===== config.mk =====
export PLATFORM = sky130hd
export DESIGN_NAME = i2s_tx_sched_flat
export DESIGN_NICKNAME = d
export VERILOG_FILES = /design/src/rtl/i2s_tx_sched_if.sv /design/src/rtl/i2s_tx_sched.sv /design/src/flat_wrapper.sv
export SDC_FILE = /design/constraint.sdc
export NUM_CORES = 1
export LEC_CHECK = 0
export BUFFER_PORTS_ARGS = -buffer_cell sky130_fd_sc_hd__buf_2
export CORE_MARGIN = 2
export CORE_UTILIZATION = 26
export CTS_CLUSTER_DIAMETER = 50
export DETAILED_ROUTE_END_ITERATION = 6
export PLACE_DENSITY = 0.5
export SETUP_SLACK_MARGIN = 0.5
export SLEW_MARGIN = 20
export SYNTH_ARGS = -nofsm -noshare
export SYNTH_HDL_FRONTEND = slang
export SYNTH_SLANG_ARGS = --single-unit

===== constraint.sdc =====
create_clock -name clk -period 3.6 [get_ports clk]
set_input_delay 0 -clock clk [delete_from_list [all_inputs] [get_ports clk]]
set_output_delay 0 -clock clk [all_outputs]
set_load 0.005 [all_outputs]

===== src/rtl/i2s_tx_sched_if.sv =====
// Bundle of source-side and transmitter-side signals for i2s_tx_sched.
// The master modport is the scheduler; slave is the surrounding system.
interface i2s_tx_sched_if #(
  parameter int DW   = 24,
  parameter int NSRC = 4,
  parameter int SW   = $clog2(NSRC)
);
  logic                 en;
  logic [7:0]           quantum;
  logic [NSRC-1:0]      src_valid;
  logic [NSRC-1:0]      src_ready;
  logic [NSRC*DW-1:0]   src_ldata;
  logic [NSRC*DW-1:0]   src_rdata;
  logic                 tx_rd_en;
  logic                 tx_rd_valid;
  logic [DW-1:0]        tx_ldata;
  logic [DW-1:0]        tx_rdata;
  logic [SW-1:0]        owner;
  logic                 owner_valid;
  logic [15:0]          underrun_cnt;

  modport master (
    input  en, quantum, src_valid, src_ldata, src_rdata, tx_rd_en,
    output src_ready, tx_rd_valid, tx_ldata, tx_rdata, owner, owner_valid,
           underrun_cnt
  );

  modport slave (
    output en, quantum, src_valid, src_ldata, src_rdata, tx_rd_en,
    input  src_ready, tx_rd_valid, tx_ldata, tx_rdata, owner, owner_valid,
           underrun_cnt
  );
endinterface


===== src/rtl/i2s_tx_sched.sv =====
// Round-robin frame scheduler sharing one I2S transmitter among NSRC stereo
// sources, with per-grant frame quantum, silence substitution and underrun count.
module i2s_tx_sched #(
  parameter int DW   = 24,
  parameter int NSRC = 4,
  localparam int SW  = $clog2(NSRC)
) (
  input logic             clk,
  input logic             rst,
  i2s_tx_sched_if.master  bus
);

  typedef enum logic {IDLE, OWN} state_t;

  state_t          r_state;
  state_t          w_nextState;
  logic [SW-1:0]   r_rrPtr;
  logic [SW-1:0]   r_owner;
  logic [7:0]      r_frameCnt;
  logic [15:0]     r_underrunCnt;
  logic            r_txValid;
  logic [DW-1:0]   r_txL;
  logic [DW-1:0]   r_txR;

  logic [SW-1:0]   w_grantIdx;
  logic            w_anyValid;
  logic [NSRC-1:0] w_srcReady;
  logic            w_serve;
  logic            w_underrun;
  logic            w_lastFrame;
  logic [7:0]      w_qEff;
  logic [SW-1:0]   w_nextPtr;
  logic [DW-1:0]   w_selL;
  logic [DW-1:0]   w_selR;

  assign w_anyValid  = |bus.src_valid;
  assign w_qEff      = (bus.quantum == 8'd0) ? 8'd1 : bus.quantum;
  assign w_lastFrame = ({1'b0, r_frameCnt} + 9'd1) >= {1'b0, w_qEff};
  assign w_nextPtr   = (r_owner == SW'(NSRC - 1)) ? '0 : r_owner + SW'(1);
  assign w_selL      = bus.src_ldata[int'(r_owner) * DW +: DW];
  assign w_selR      = bus.src_rdata[int'(r_owner) * DW +: DW];

  // Scan downward so the smallest wrapped offset from rr_ptr wins.
  always_comb begin
    int idx;
    w_grantIdx = r_rrPtr;
    for (int k = NSRC - 1; k >= 0; k--) begin
      idx = int'(r_rrPtr) + k;
      if (idx >= NSRC) idx = idx - NSRC;
      if (bus.src_valid[idx]) w_grantIdx = SW'(idx);
    end
  end

  always_ff @(posedge clk) begin
    if (!rst) r_state <= IDLE;
    else      r_state <= w_nextState;
  end

  always_comb begin
    w_nextState = r_state;
    case (r_state)
      IDLE: if (bus.en && w_anyValid) w_nextState = OWN;
      OWN:  if (!bus.en || w_underrun || (w_serve && w_lastFrame)) w_nextState = IDLE;
      default: w_nextState = IDLE;
    endcase
  end

  // The pop strobe is combinational so the source advances in the request cycle.
  always_comb begin
    w_serve    = 1'b0;
    w_underrun = 1'b0;
    w_srcReady = '0;
    if (rst && bus.en && (r_state == OWN) && bus.tx_rd_en) begin
      if (bus.src_valid[r_owner]) begin
        w_serve             = 1'b1;
        w_srcReady[r_owner] = 1'b1;
      end else begin
        w_underrun = 1'b1;
      end
    end
  end

  always_ff @(posedge clk) begin
    if (!rst) begin
      r_rrPtr       <= '0;
      r_owner       <= '0;
      r_frameCnt    <= '0;
      r_underrunCnt <= '0;
      r_txValid     <= 1'b0;
      r_txL         <= '0;
      r_txR         <= '0;
    end else begin
      r_txValid <= bus.tx_rd_en;
      if (bus.tx_rd_en) begin
        r_txL <= w_serve ? w_selL : '0;
        r_txR <= w_serve ? w_selR : '0;
      end
      if ((r_state == IDLE) && (w_nextState == OWN)) begin
        r_owner    <= w_grantIdx;
        r_frameCnt <= '0;
      end
      if (w_serve) r_frameCnt <= r_frameCnt + 8'd1;
      if (w_underrun && (r_underrunCnt != 16'hFFFF))
        r_underrunCnt <= r_underrunCnt + 16'd1;
      if (w_underrun || (w_serve && w_lastFrame)) r_rrPtr <= w_nextPtr;
    end
  end

  assign bus.src_ready    = w_srcReady;
  assign bus.tx_rd_valid  = r_txValid;
  assign bus.tx_ldata     = r_txL;
  assign bus.tx_rdata     = r_txR;
  assign bus.owner        = r_owner;
  assign bus.owner_valid  = (r_state == OWN);
  assign bus.underrun_cnt = r_underrunCnt;

endmodule


===== src/flat_wrapper.sv =====
// flat-port wrapper written by rule: the top's interface ports become plain ports
module i2s_tx_sched_flat 
#(
  parameter int DW   = 24,
  parameter int NSRC = 4,
  localparam int SW  = $clog2(NSRC)
)
  (clk, rst, bus_en, bus_quantum, bus_src_valid, bus_src_ldata, bus_src_rdata, bus_tx_rd_en, bus_src_ready, bus_tx_rd_valid, bus_tx_ldata, bus_tx_rdata, bus_owner, bus_owner_valid, bus_underrun_cnt);
  i2s_tx_sched_if #(.DW(DW), .NSRC(NSRC)) bus_i ();
  input logic clk;
  input logic rst;
  input wire logic [$bits(bus_i.en)-1:0] bus_en;
  input wire logic [$bits(bus_i.quantum)-1:0] bus_quantum;
  input wire logic [$bits(bus_i.src_valid)-1:0] bus_src_valid;
  input wire logic [$bits(bus_i.src_ldata)-1:0] bus_src_ldata;
  input wire logic [$bits(bus_i.src_rdata)-1:0] bus_src_rdata;
  input wire logic [$bits(bus_i.tx_rd_en)-1:0] bus_tx_rd_en;
  output wire logic [$bits(bus_i.src_ready)-1:0] bus_src_ready;
  output wire logic [$bits(bus_i.tx_rd_valid)-1:0] bus_tx_rd_valid;
  output wire logic [$bits(bus_i.tx_ldata)-1:0] bus_tx_ldata;
  output wire logic [$bits(bus_i.tx_rdata)-1:0] bus_tx_rdata;
  output wire logic [$bits(bus_i.owner)-1:0] bus_owner;
  output wire logic [$bits(bus_i.owner_valid)-1:0] bus_owner_valid;
  output wire logic [$bits(bus_i.underrun_cnt)-1:0] bus_underrun_cnt;
  assign bus_i.en = bus_en;
  assign bus_i.quantum = bus_quantum;
  assign bus_i.src_valid = bus_src_valid;
  assign bus_i.src_ldata = bus_src_ldata;
  assign bus_i.src_rdata = bus_src_rdata;
  assign bus_i.tx_rd_en = bus_tx_rd_en;
  assign bus_src_ready = bus_i.src_ready;
  assign bus_tx_rd_valid = bus_i.tx_rd_valid;
  assign bus_tx_ldata = bus_i.tx_ldata;
  assign bus_tx_rdata = bus_i.tx_rdata;
  assign bus_owner = bus_i.owner;
  assign bus_owner_valid = bus_i.owner_valid;
  assign bus_underrun_cnt = bus_i.underrun_cnt;
  i2s_tx_sched #(.DW(DW), .NSRC(NSRC)) u_core (.clk(clk), .rst(rst), .bus(bus_i));
endmodule

==> results.yml <==
run_status:
  outcome: "complete, no violations"
global_route:
  grt_max_degree: 59
  track_usage: 0.1568
  overflow: 0
  grt_pass1_wl_um: 24140
  grt_pass1_vias: 4696
  antenna_found_initial: 0
layout:
  drive_above_1_share: 0.4756
  area_growth_pct: 39.93
  antennaDiodeCount: 0
  layout.nets: 976
  nFillCells: 1878
power_and_ir_drop:
  p_leak_nw: 3.026
  power_density_nw_per_um2: 306.1
  p_int_mw: 1.513
  total_power_mw: 2.027
  p_switching_mw: 0.5142
  p_comb_frac: 0.153
  power_frac_clock: 0.417
  seq_power_share: 0.431
  irDropWorstVdd_v: 0.0002077
  switching_share: 0.2537
die:
  chipWidth_um: 138.9
  dieArea_um2: 19290
  start_util: 0.2643
  core-area_um2: 17900
  io-pin-count: 280
  rows: 49
  chipHeight_um: 138.9
timing:
  rsz0062_at_grt: "no"
  worst_slew_pin_slew_ps: 882.8
  slew_violations: 0
  hold_ws_ps: 98.50
  fin_crit_ps: 2687
  post-route-period-util: 0.7463
  fmax_ghz: 0.3722
  max_slew_margin: 0.4108
  fin_tns_setup_ps: 0
  finalClockSkew_ps: 11.67
  setup_viol: 0
  final_hold_viol_count: 0
routing:
  routed_wirelength_um: 15060
  drt_drc_violations_left: 0
  wl_per_cell_um: 15.24
  postRouteAntennaNets: 0
  vias_per_cell: 4.683
  vias: 4627
  dr.pass1.iters: 4
  drt_iter0_drc: 202
logic_synthesis:
  synth_fp_nets: 711
  yosys-top-cells-area: "dfxtp_1 (33%), mux4_2 (23%), nor2b_1 (6.9%)"
  synth_edf_count: 0
  syn_area_per_cell_um2: 9.677
  yosysTopAreaCell: "dfxtp_1"
  async_flop_share: 0
  yosysTopAreaCellShare: 0.3300
  yosysWarnings: 0
  netlist_area_um2: 4732
  ys_types: 43
  ys_seq_area_frac: 0.3300
  synth_ff_type: "dfxtp_1"
  synth-seq-cells: 78
  netlist_instances: 489
worst_setup_path:
  worstPathRequired_ps: 3600
  cp-end-kind: "primary output"
  arrival_ps: 2690
  worst_setup_path_start_kind: "input pin"
  reg2reg_depth: 6
  crit_path_max_fanout: 35
  crit_type: "in -> out"
  r2r_slack_ps: 1220
worst_hold_path:
  hold_class: "in -> reg"
  hold-path-cell-count: 4
place:
  hpwl_um: 11260
  gp_congestion: 0.7447
  port_buffers: 279
clock_network:
  clk_latency_ps: 340
  postCtsSetupRepairBufs: 0
  postCtsHoldBufs: 2
  clock-sinks: 78
  cts_root_buf: "clkbuf_16"
  path_clk_slew_ps: 60
  cts_buffers: 9
  cts_max_level: 3
  cts_resized: 0
  cts_tree: "yes"
  clk_path_buf_depth: 2
run:
  maxCapViolCount: 0
## logic make-up (layout without fill, tap and decap cells)
| group | after synthesis | after routing | synth area share |
|---|---|---|---|
| simple gates | 190 | 190 | 0.2065 |
| compound gates | 90 | 90 | 0.1118 |
| flops | 78 | 78 | 0.3300 |
| mux | 57 | 57 | 0.2509 |
| buf+inv | 48 | 318 | 0.04151 |
| fa+ha+maj | 14 | 14 | 0.03702 |
| xor+xnor | 12 | 12 | 0.02221 |
## through the flow
stage | setup slack, ps | utilization | instances | cell area [um^2]
after global routing | 721.4 | 0.3699 | 988 | 6621
after global placement | 1232 | 0.3537 | 970 | 6332
final | 913.4 | 0.3699 | 988 | 6621
after detailed placement | 1227 | 0.3537 | 970 | 6332
after floorplan | 1429 | - | 489 | 4732
after CTS | 874.8 | 0.3698 | 988 | 6620
## routing by layer
layer | track usage | up-vias | part of all wire
met1 | 0.1902 | 2145 | 0.43
met3 | 0.04869 | 21 | 0.065
li1 | - | 2290 | -
met5 | 0 | - | 0
met4 | 0.05529 | 0 | 0.021
met2 | 0.2637 | 171 | 0.48
## worst max-delay path: stages
cell and delay, ps:
dlygate4sd3_1 520, buf_2 210, nand4_1 410, nor2b_4 690
buf_4 480, and2_1 240, buf_2 130
## flip-flops by register name, summed over array words and instances (netlist names)
register / flops
u_core.bus.owner: 2
u_core.bus.owner_valid: 1
u_core.bus.tx_ldata: 24
u_core.bus.tx_rd_valid: 1
u_core.bus.tx_rdata: 24
u_core.bus.underrun_cnt: 16
u_core.r_frameCnt: 8
u_core.r_rrPtr: 2
## final timing paths
check	from	end
worst max-delay path	rst	bus_src_ready[2]
worst max register to register	u_core.bus.owner_valid$_SDFF_PN0_	u_core.r_frameCnt[4]$_SDFFE_PN0P_
worst min-delay path	bus_src_rdata[5]	u_core.bus.tx_rdata[5]$_SDFFE_PN0P_
worst min register to register	u_core.bus.underrun_cnt[15]$_SDFFE_PN0P_	u_core.bus.underrun_cnt[15]$_SDFFE_PN0P_
## placed cells by master, fill, tap and decap left out, types with 4 or more instances in the layout
master	synthesis	routed
nand3_1	6	6
a31oi_1	4	4
buf_4	0	6
nor3_1	4	4
clkbuf_16	0	9
mux2i_1	5	5
clkinv_2	0	4
nand4_1	6	6
xor2_1	6	6
nor2b_1	52	51
or3_1	7	7
and2_1	11	11
nor2_1	71	71
inv_1	14	14
mux4_2	49	49
buf_2	7	279
o21ai_0	9	9
and3_1	5	5
xnor2_1	6	6
a21oi_1	62	62
ha_1	14	14
dfxtp_1	78	76
nand2_1	18	18
## power by group through the flow
stage,Combinational [mW],Sequential [mW],Clock (mW)
after CTS,0.316,0.873,0.881
after floorplan,0.159,0.893,0
after global routing,0.342,0.873,0.910
final,0.309,0.873,0.845
after global placement,0.312,0.892,0
after detailed placement,0.313,0.892,0
## synthesized netlist by cell type, types with 2 or more instances
master and n:
a21oi_1 62, a311oi_1 2, a31oi_1 4, a41o_1 2
and2_1 11, and3_1 5, and4_1 2, buf_2 7
clkbuf_1 24, dfxtp_1 78, ha_1 14, inv_1 14
mux2_2 3, mux2i_1 5, mux4_2 49, nand2_1 18
nand2b_1 2, nand3_1 6, nand4_1 6, nor2_1 71
nor2b_1 52, nor3_1 4, o211ai_1 2, o21a_1 2
o21ai_0 9, o221ai_1 2, or3_1 7, xnor2_1 6
xor2_1 6
## area by class of cell
| cell class | instances | area [um^2] | area share |
|---|---|---|---|
| Tap cell | 229 | 286.5 | 0.04327 |
| Clock inverter | 6 | 38.79 | 0.005858 |
| Sequential cell | 78 | 1567 | 0.2366 |
| Timing Repair Buffer | 287 | 1461 | 0.2207 |
| Clock buffer | 10 | 229.0 | 0.03458 |
| Multi-Input combinational cell | 363 | 2982 | 0.4503 |
| Inverter | 15 | 57.56 | 0.008692 |
No activity file was read; power rests on OpenSTA's default activity.
